==> config.mk <==
export PLATFORM = sky130hd
export DESIGN_NAME = audio_playback_sequencer_flat
export DESIGN_NICKNAME = d
export VERILOG_FILES = /design/src/rtl/audio_playback_sequencer_pkg.sv /design/src/rtl/audio_playback_sequencer_if.sv /design/src/rtl/audio_playback_sequencer_timer.sv /design/src/rtl/audio_playback_sequencer.sv /design/src/flat_wrapper.sv
export SDC_FILE = /design/constraint.sdc
export NUM_CORES = 1
export LEC_CHECK = 0
export CAP_MARGIN = 5
export CORE_UTILIZATION = 30
export CTS_BUF_LIST = sky130_fd_sc_hd__clkbuf_16
export CTS_CLUSTER_SIZE = 30
export DETAILED_ROUTE_END_ITERATION = 10
export SYNTH_ARGS = -nofsm -noshare
export SYNTH_HDL_FRONTEND = slang
export SYNTH_SLANG_ARGS = --single-unit
export TNS_END_PERCENT = 30
==> constraint.sdc <==
create_clock -name clk -period 3.8 [get_ports clk]
set_clock_uncertainty 0.05 [all_clocks]
set_input_delay 1.14 -clock clk [delete_from_list [all_inputs] [get_ports clk]]
set_output_delay 1.14 -clock clk [all_outputs]
set_load 0.01 [all_outputs]
==> src/rtl/audio_playback_sequencer_pkg.sv <==
// Shared types and constants for the audio playback sequencer.
// vol_scale is only used when the design is built with VOLUME_EN defined.
package audio_pkg;

  typedef enum logic [1:0] {
    CMD_NOP   = 2'b00,
    CMD_PLAY  = 2'b01,
    CMD_PAUSE = 2'b10,
    CMD_STOP  = 2'b11
  } cmd_op_e;

  typedef enum logic [2:0] {
    ST_IDLE  = 3'd0,
    ST_PRIME = 3'd1,
    ST_PLAY  = 3'd2,
    ST_PAUSE = 3'd3
  } state_e;

  localparam logic [7:0] SILENCE = 8'h80;
  localparam int SAMPLES_PER_WORD = 4;

  // Attenuate around the 0x80 midpoint so that silence maps to silence.
  function automatic logic [7:0] vol_scale(input logic [7:0] raw, input logic [2:0] vol);
    logic signed [8:0] centered;
    centered = $signed({1'b0, raw}) - 9'sd128;
    centered = centered >>> vol;
    return 8'(centered + 9'sd128);
  endfunction

endpackage

==> src/rtl/audio_playback_sequencer_if.sv <==
// Command channel from the CPU plus the sample ROM read port.
// The slave modport is the sequencer's view; master is the CPU/ROM side.
interface audio_playback_sequencer_if
  import audio_pkg::*;
#(
  parameter int ADDR_W = 18
) ();
  logic              cmd_valid;
  logic              cmd_ready;
  cmd_op_e           cmd_op;
  logic [ADDR_W-1:0] start_addr;
  logic [ADDR_W-1:0] end_addr;
  logic              loop_en;
  logic              rom_en;
  logic [ADDR_W-1:0] rom_addr;
  logic [31:0]       rom_data;

  modport slave (
    input  cmd_valid, cmd_op, start_addr, end_addr, loop_en, rom_data,
    output cmd_ready, rom_en, rom_addr
  );

  modport master (
    output cmd_valid, cmd_op, start_addr, end_addr, loop_en, rom_data,
    input  cmd_ready, rom_en, rom_addr
  );
endinterface

==> src/rtl/audio_playback_sequencer_timer.sv <==
// Sample-period divider: counts while enabled, holds when frozen, clears synchronously.
// tick is high during the last clock of each sample period.
module audio_sample_timer #(
  parameter int DIVIDER = 12500
) (
  input  logic clk,
  input  logic reset,
  input  logic en,
  input  logic clr,
  output logic tick
);
  localparam int CNT_W = (DIVIDER > 1) ? $clog2(DIVIDER) : 1;

  logic [CNT_W-1:0] cnt_reg;

  assign tick = en && (cnt_reg == CNT_W'(DIVIDER - 1));

  always_ff @(posedge clk or negedge reset) begin
    if (!reset) begin
      cnt_reg <= '0;
    end else if (clr) begin
      cnt_reg <= '0;
    end else if (en) begin
      cnt_reg <= tick ? '0 : cnt_reg + CNT_W'(1);
    end
  end
endmodule

==> src/rtl/audio_playback_sequencer.sv <==
// Plays 8-bit PCM from the 32-bit sample ROM with a one-word prefetch, one sample per period.
// Build with VOLUME_EN defined to add the volume input (arithmetic attenuation around 0x80).
module audio_playback_sequencer
  import audio_pkg::*;
#(
  parameter int CLK_FREQ    = 100_000_000,
  parameter int SAMPLE_RATE = 8000,
  parameter int ADDR_W      = 18
) (
  input  logic                        clk,
  input  logic                        reset,
`ifdef VOLUME_EN
  input  logic [2:0]                  volume,
`endif
  audio_playback_sequencer_if.slave   bus,
  output logic [7:0]                  sample,
  output logic                        sample_valid,
  output logic                        busy,
  output logic                        done,
  output logic                        cmd_err,
  output logic [2:0]                  state
);
  localparam int DIVIDER = CLK_FREQ / SAMPLE_RATE;

  generate
    if (DIVIDER < 8) begin : g_bad_divider
      $error("audio_playback_sequencer: CLK_FREQ/SAMPLE_RATE must be at least 8");
    end
  endgenerate

  state_e            state_reg, state_next;
  logic [ADDR_W-1:0] start_reg, start_next, last_reg, last_next, addr_reg, addr_next;
  logic              loop_reg, loop_next;
  logic [31:0]       cur_word_reg, cur_word_next, next_word_reg, next_word_next;
  logic              next_vld_reg, next_vld_next;
  logic [1:0]        phase_reg, phase_next;
  logic [7:0]        sample_reg, sample_next;
  logic              sample_valid_reg, sample_valid_next;
  logic              done_reg, done_next, cmd_err_reg, cmd_err_next;
  logic              rom_en_reg, rom_en_next, rd_vld_reg, rd_vld_next;
  logic [ADDR_W-1:0] rom_addr_reg, rom_addr_next;

  logic              tick, timer_en, timer_clr;
  logic [7:0]        word_bytes [SAMPLES_PER_WORD];
  logic [7:0]        raw_byte, shaped_byte;
  logic [ADDR_W-1:0] addr_succ, addr_succ2;
  logic              accept, play_cmd, pause_cmd, stop_cmd;

  function automatic logic [ADDR_W-1:0] step_addr(input logic [ADDR_W-1:0] a, s, e);
    return (a == e) ? s : a + ADDR_W'(1);
  endfunction

  function automatic logic more_words(input logic [ADDR_W-1:0] a, e, input logic lp);
    return (a != e) || lp;
  endfunction

  generate
    for (genvar gi = 0; gi < SAMPLES_PER_WORD; gi++) begin : g_bytes
      assign word_bytes[gi] = cur_word_reg[gi*8 +: 8];
    end
  endgenerate

  assign raw_byte = word_bytes[phase_reg];
`ifdef VOLUME_EN
  assign shaped_byte = vol_scale(raw_byte, volume);
`else
  assign shaped_byte = raw_byte;
`endif

  assign addr_succ  = step_addr(addr_reg, start_reg, last_reg);
  assign addr_succ2 = step_addr(addr_succ, start_reg, last_reg);

  assign timer_en  = (state_reg == ST_PLAY);
  assign timer_clr = (state_reg == ST_IDLE) || (state_reg == ST_PRIME);

  audio_sample_timer #(.DIVIDER(DIVIDER)) u_timer (
    .clk   (clk),
    .reset (reset),
    .en    (timer_en),
    .clr   (timer_clr),
    .tick  (tick)
  );

  assign accept    = bus.cmd_valid && bus.cmd_ready;
  assign play_cmd  = accept && (bus.cmd_op == CMD_PLAY);
  assign pause_cmd = accept && (bus.cmd_op == CMD_PAUSE);
  // STOP must be able to abort PRIME, where cmd_ready is low, so it bypasses the handshake.
  assign stop_cmd  = bus.cmd_valid && (bus.cmd_op == CMD_STOP);

  always_comb begin
    state_next        = state_reg;
    start_next        = start_reg;
    last_next         = last_reg;
    loop_next         = loop_reg;
    addr_next         = addr_reg;
    cur_word_next     = cur_word_reg;
    next_word_next    = next_word_reg;
    next_vld_next     = next_vld_reg;
    phase_next        = phase_reg;
    sample_next       = sample_reg;
    sample_valid_next = 1'b0;
    done_next         = 1'b0;
    cmd_err_next      = 1'b0;
    rom_en_next       = 1'b0;
    rom_addr_next     = rom_addr_reg;
    rd_vld_next       = rom_en_reg;

    case (state_reg)
      ST_IDLE: begin
        sample_next = SILENCE;
        phase_next  = 2'd0;
        if (play_cmd) begin
          if (bus.start_addr > bus.end_addr) begin
            cmd_err_next = 1'b1;
          end else begin
            start_next    = bus.start_addr;
            last_next     = bus.end_addr;
            loop_next     = bus.loop_en;
            addr_next     = bus.start_addr;
            rom_en_next   = 1'b1;
            rom_addr_next = bus.start_addr;
            state_next    = ST_PRIME;
          end
        end
      end
      ST_PRIME: begin
        if (rd_vld_reg) begin
          cur_word_next = bus.rom_data;
          next_vld_next = 1'b0;
          phase_next    = 2'd0;
          state_next    = ST_PLAY;
          if (more_words(addr_reg, last_reg, loop_reg)) begin
            rom_en_next   = 1'b1;
            rom_addr_next = addr_succ;
          end
        end
      end
      ST_PLAY, ST_PAUSE: begin
        if (rd_vld_reg) begin
          next_word_next = bus.rom_data;
          next_vld_next  = 1'b1;
        end
        if (state_reg == ST_PLAY && pause_cmd) state_next = ST_PAUSE;
        if (state_reg == ST_PAUSE && play_cmd) state_next = ST_PLAY;
        if (tick) begin
          sample_next       = shaped_byte;
          sample_valid_next = 1'b1;
          phase_next        = phase_reg + 2'd1;
          if (phase_reg == 2'(SAMPLES_PER_WORD - 1)) begin
            if (!more_words(addr_reg, last_reg, loop_reg)) begin
              state_next = ST_IDLE;
              done_next  = 1'b1;
            end else begin
              // A missing prefetch plays out as silence rather than stale data.
              cur_word_next = next_vld_reg ? next_word_reg : {SAMPLES_PER_WORD{SILENCE}};
              next_vld_next = 1'b0;
              addr_next     = addr_succ;
              if (more_words(addr_succ, last_reg, loop_reg)) begin
                rom_en_next   = 1'b1;
                rom_addr_next = addr_succ2;
              end
            end
          end
        end
      end
      default: state_next = ST_IDLE;
    endcase

    if (stop_cmd) begin
      state_next        = ST_IDLE;
      sample_next       = SILENCE;
      sample_valid_next = 1'b0;
      done_next         = 1'b0;
      next_vld_next     = 1'b0;
      rd_vld_next       = 1'b0;
      rom_en_next       = 1'b0;
      phase_next        = 2'd0;
    end
  end

  always_ff @(posedge clk or negedge reset) begin
    if (!reset) begin
      state_reg        <= ST_IDLE;
      start_reg        <= '0;
      last_reg         <= '0;
      loop_reg         <= 1'b0;
      addr_reg         <= '0;
      cur_word_reg     <= '0;
      next_word_reg    <= '0;
      next_vld_reg     <= 1'b0;
      phase_reg        <= 2'd0;
      sample_reg       <= SILENCE;
      sample_valid_reg <= 1'b0;
      done_reg         <= 1'b0;
      cmd_err_reg      <= 1'b0;
      rom_en_reg       <= 1'b0;
      rom_addr_reg     <= '0;
      rd_vld_reg       <= 1'b0;
    end else begin
      state_reg        <= state_next;
      start_reg        <= start_next;
      last_reg         <= last_next;
      loop_reg         <= loop_next;
      addr_reg         <= addr_next;
      cur_word_reg     <= cur_word_next;
      next_word_reg    <= next_word_next;
      next_vld_reg     <= next_vld_next;
      phase_reg        <= phase_next;
      sample_reg       <= sample_next;
      sample_valid_reg <= sample_valid_next;
      done_reg         <= done_next;
      cmd_err_reg      <= cmd_err_next;
      rom_en_reg       <= rom_en_next;
      rom_addr_reg     <= rom_addr_next;
      rd_vld_reg       <= rd_vld_next;
    end
  end

  assign bus.cmd_ready = (state_reg != ST_PRIME);
  assign bus.rom_en    = rom_en_reg;
  assign bus.rom_addr  = rom_addr_reg;
  assign sample        = sample_reg;
  assign sample_valid  = sample_valid_reg;
  assign busy          = (state_reg != ST_IDLE);
  assign done          = done_reg;
  assign cmd_err       = cmd_err_reg;
  assign state         = state_reg;
endmodule
==> src/flat_wrapper.sv <==
// flat-port wrapper written by rule: the top's interface ports become plain ports
module audio_playback_sequencer_flat import audio_pkg::*;
#(
  parameter int CLK_FREQ    = 100_000_000,
  parameter int SAMPLE_RATE = 8000,
  parameter int ADDR_W      = 18
)
  (clk, reset, sample, sample_valid, busy, done, cmd_err, state, bus_cmd_valid, bus_cmd_op, bus_start_addr, bus_end_addr, bus_loop_en, bus_rom_data, bus_cmd_ready, bus_rom_en, bus_rom_addr);
  audio_playback_sequencer_if #(.ADDR_W(ADDR_W)) bus_i ();
  input  logic clk;
  input  logic reset;
  output logic [7:0] sample;
  output logic sample_valid;
  output logic busy;
  output logic done;
  output logic cmd_err;
  output logic [2:0] state;
  input wire logic [$bits(bus_i.cmd_valid)-1:0] bus_cmd_valid;
  input wire logic [$bits(bus_i.cmd_op)-1:0] bus_cmd_op;
  input wire logic [$bits(bus_i.start_addr)-1:0] bus_start_addr;
  input wire logic [$bits(bus_i.end_addr)-1:0] bus_end_addr;
  input wire logic [$bits(bus_i.loop_en)-1:0] bus_loop_en;
  input wire logic [$bits(bus_i.rom_data)-1:0] bus_rom_data;
  output wire logic [$bits(bus_i.cmd_ready)-1:0] bus_cmd_ready;
  output wire logic [$bits(bus_i.rom_en)-1:0] bus_rom_en;
  output wire logic [$bits(bus_i.rom_addr)-1:0] bus_rom_addr;
  assign bus_i.cmd_valid = bus_cmd_valid;
  assign bus_i.cmd_op = bus_cmd_op;
  assign bus_i.start_addr = bus_start_addr;
  assign bus_i.end_addr = bus_end_addr;
  assign bus_i.loop_en = bus_loop_en;
  assign bus_i.rom_data = bus_rom_data;
  assign bus_cmd_ready = bus_i.cmd_ready;
  assign bus_rom_en = bus_i.rom_en;
  assign bus_rom_addr = bus_i.rom_addr;
  audio_playback_sequencer #(.CLK_FREQ(CLK_FREQ), .SAMPLE_RATE(SAMPLE_RATE), .ADDR_W(ADDR_W)) u_core (.clk(clk), .reset(reset), .bus(bus_i), .sample(sample), .sample_valid(sample_valid), .busy(busy), .done(done), .cmd_err(cmd_err), .state(state));
endmodule
==> results.txt <==
----------------------------------------------------
[Worst setup path]
  Cells along the critical path ... clkdlybuf4s50_1 > inv_1 > ha_4 > buf_4 > nand4_1 > nor2_1 > buf_4 > o21a_1 > o21ai_2 > a21oi_2 > buf_4 > buf_4 > nor4_2 > nor2_1 > clkbuf_16 > mux2_2
  Largest fanout on the critical path ... 18
  FF-to-FF End ... u_core.bus.rom_addr[6]
  Worst setup path startpoint ... bus_end_addr[11]
  Worst path most repeated cell ... buf_4
  Worst Setup Start Kind ... input pin
  Critical path's largest stage delay ... 0.45 ns
  Critical path's slowest cell ... clkdlybuf4s50_1
  CP required ... 4.07 ns
  Destination of the critical timing path ... u_core.addr_reg[7]
  CP Capture Type ... flop
  CP Class ... in -> reg
  Reg-to-reg critical path startpoint ... u_core.last_reg[0]
  Register-to-register setup slack ... 0.03 ns
  Data arrival at the endpoint of the critical path ... 4.10 ns
  R2R cell count ... 19

[Run status]
  Outcome ... finished with violations
  Violations in the final reports ... negative setup slack

[Power and ir drop]
  Peak ir drop on the vdd network ... 0.314 mV
  Internal power contribution ... 4.54 mW
  Power share of the combinational group ... 0.372
  Cell leakage power ... 6.16 nW
  Power per Cell Area ... 516 nW/µm²
  Switching share of total power ... 0.363
  Clock network power share ... 0.257
  Post-layout total power ... 7.13 mW
  Power share of the sequential group ... 0.372
  Net switching power of the design ... 2.59 mW

[Job]
  Max-capacitance violation count ... 0

[Layout]
  Final Non-Filler Cells ... 1,771
  Fraction of layout instances using a drive strength above 1 ... 0.254
  Area growth from synthesis to layout ... 36.8%
  Cell area after layout ... 13,800 µm²
  Number of antenna diodes ... 0
  Final Util ... 0.420
  Number of nets in the layout ... 1,412

[Timing]
  Slew @ Worst Pin ... 1.00 ns
  Hold slack ... 0.429 ns
  Minimum period implied by the final worst setup slack ... 3.83 ns
  Highest Clock Rate ... 0.261 GHz
  Final worst path period share ... 1.01
  Max Transition Viols Final ... 0
  Post-layout worst setup margin ... -0.0291 ns
  Endpoints failing hold ... 0
  Sum Neg Setup Slack ... -0.101 ns
  Worst-case headroom to the max-slew limit ... 0.333
  Endpoints failing setup ... 16
  RSZ-0062 raised after global routing ... yes

[Place]
  Placer Congestion ... 0.933
  Post-DP HPWL ... 22,500 µm
  Count of placed standard cells including taps ... 1,719
  Placed instance area ... 12,700 µm²
  Pre-CTS WS ... -0.572 ns
  Input/output buffers ... 108

[Synth]
  Mapped Nets ... 1,181
  Distinct cells, synth ... 67
  Number of enable flip-flop cells after synthesis ... 0
  Per-instance average area after synthesis ... 9.31 µm²
  Syn. warnings ... 0
  Primary FF master, synth ... dfrtp_1
  Total standard cell area after synthesis ... 10,100 µm²
  Gate Count Post-Synth ... 1,085
  Sequential area share after synthesis ... 0.421
  Share of flip-flops with an asynchronous set or reset after synthesis ... 1.00
  FF+latch count, synth ... 170

[Clock network]
  Clock sink count ... 170
  Count of H-tree levels built during CTS ... 4
  Clock root buffer master ... clkbuf_16
  TritonCTS clock tree ... done
  Insertion delay of the later-clocked pin in the worst-skew pair ... 0.45 ns
  Clock slew at the register clock pins of the worst setup and hold paths ... 0.08 ns
  Longest Clk Path Bufs ... 2
  Number of clock buffers inserted by TritonCTS ... 17

[GRT]
  Pin count of the biggest net entering global routing ... 92
  Number of global-route vias before repair ... 8,804
  Number of antenna violations at the first check in global routing ... 0
  Grt ovf ... 0
  GRT Total Usage ... 0.186
  First-pass GRT wire length ... 48,700 µm

[Floorplan]
  Die span in y ... 185 µm
  IO Pins ... 109
  Die outline width ... 185 µm
  Initial cell density of the core ... 0.307
  Die outline area ... 34,400 µm²
  Row count ... 66
  Floorplan Core Area ... 32,900 µm²

[Detailed routing]
  Remaining antenna violation count after routing ... 0
  First-pass iteration count of the detailed router ... 5
  Drt first-iter violations ... 581
  Via density ... 4.98
  Final wirelength ... 31,300 µm
  Post-route DRC violation count ... 0
  Detail-routed net length per standard cell ... 17.7 µm
  Via Count ... 8,825

[Hold path]
  Hold_sp ... u_core.cur_word_reg[10]
  Hold/Removal Path Class ... reg -> reg

----------------------------------------------------
[area by class of cell]
cell class / instances / area (µm²)
timing repair buffer: 280 / 2560
inverter: 34 / 128
multi-input combinational: 813 / 5680
tap: 442 / 553
fill: 3264 / 19000
sequential: 170 / 4260
clock inverter: 15 / 216
clock buffer: 17 / 425
[cell families (layout without fill, tap and decap cells)]
logic type,Yosys count,after routing,synth area share
other,1,1,0.000371
AOI/OAI and AO/OA,223,223,0.132
xor gates and xnor gates,68,68,0.0590
and+or+nand+nor,394,394,0.187
adders and majority gates,22,22,0.0273
muxes,105,105,0.130
buffers and inverters,102,346,0.0430
DFF,170,170,0.421
[Yosys cell counts (all sizes together), types with 2 or more instances]
master / count / area (µm²)
nand2: 176 / 668
dfrtp: 169 / 4230
o21ai: 104 / 521
mux2: 66 / 777
nor2: 61 / 236
a21oi: 53 / 265
clkbuf: 49 / 185
xnor2: 43 / 377
inv: 33 / 124
and3: 32 / 200
mux2i: 31 / 359
nand3: 25 / 125
nor3: 25 / 146
xor2: 25 / 219
ha: 22 / 275
nand4: 20 / 131
buf: 19 / 121
o211ai: 14 / 105
nor4: 11 / 81.3
o221ai: 11 / 96.3
and2: 8 / 50.1
mux4: 8 / 180
or2: 7 / 43.8
a21o: 6 / 45.0
nand3b: 6 / 45.0
o21a: 6 / 45.0
a211oi: 5 / 50.1
nand2b: 5 / 31.3
o31ai: 5 / 51.3
or3: 5 / 31.3
a31oi: 4 / 25.0
nor2b: 4 / 25.0
o22ai: 4 / 25.0
a2111oi: 2 / 23.8
nand4b: 2 / 17.5
o2111ai: 2 / 17.5
or4: 2 / 15.0
[critical path: cells and delay by family]
kind	cells	cell delay (ns)
multiplexers	1	0.37
AND/OR/NAND/NOR	4	0.61
adder cells (fa/ha/maj)	1	0.27
buffers and inverters	7	1.22
AO/OA/AOI/OAI	3	0.47
[cell usage in the layout, fill, tap and decap left out, types with 20 or more instances in the layout]
master / instances
buf_4: 151
inv_1: 30
nor3_1: 20
nor2_1: 60
dfrtp_1: 169
clkdlybuf4s50_1: 101
xor2_1: 25
and3_1: 31
nand3_1: 25
nand2_1: 175
xnor2_1: 40
mux2i_1: 24
a21oi_1: 50
o21ai_0: 100
mux2_2: 52
[layer usage]
metal  part of all wire  track usage  wire length, µm
met1               0.43        0.236            13600
met2               0.49        0.315            15400
met3              0.050       0.0364             1570
met4              0.025       0.0588              779
met5                  0            0                0
[worst min-delay path by stage]
stage	endpoint	slack, ns	depth (start not counted)
after floorplan	u_core.cur_word_reg[16]	0.39	2
after detailed placement	u_core.cur_word_reg[9]	0.42	2
final	u_core.cur_word_reg[10]	0.43	2
after global routing	u_core.sample[0]	0.46	2
after CTS	u_core.cur_word_reg[10]	0.44	2
after global placement	u_core.cur_word_reg[16]	0.41	2
[repair_timing]
action / in CTS / in global routing
pin swaps: 20 / 14
endpoints found under the setup margin: 40 / 52
endpoints found under the hold margin: 0 / 0
setup buffers: 10 / 8
resized for setup: 35 / 30
gates cloned: 2 / 0
hold buffers: 0 / 0
[power groups by stage]
stage | sequential, mW | combinational [mW] | clock [mW]
floorplan | 2.59 | 1.37 | 0
global placement | 2.65 | 2.42 | 0
detailed placement | 2.66 | 2.47 | 0
CTS | 2.64 | 2.55 | 1.88
global route | 2.70 | 2.89 | 1.95
finish | 2.65 | 2.65 | 1.83
No activity file was read; power rests on OpenSTA's default activity.
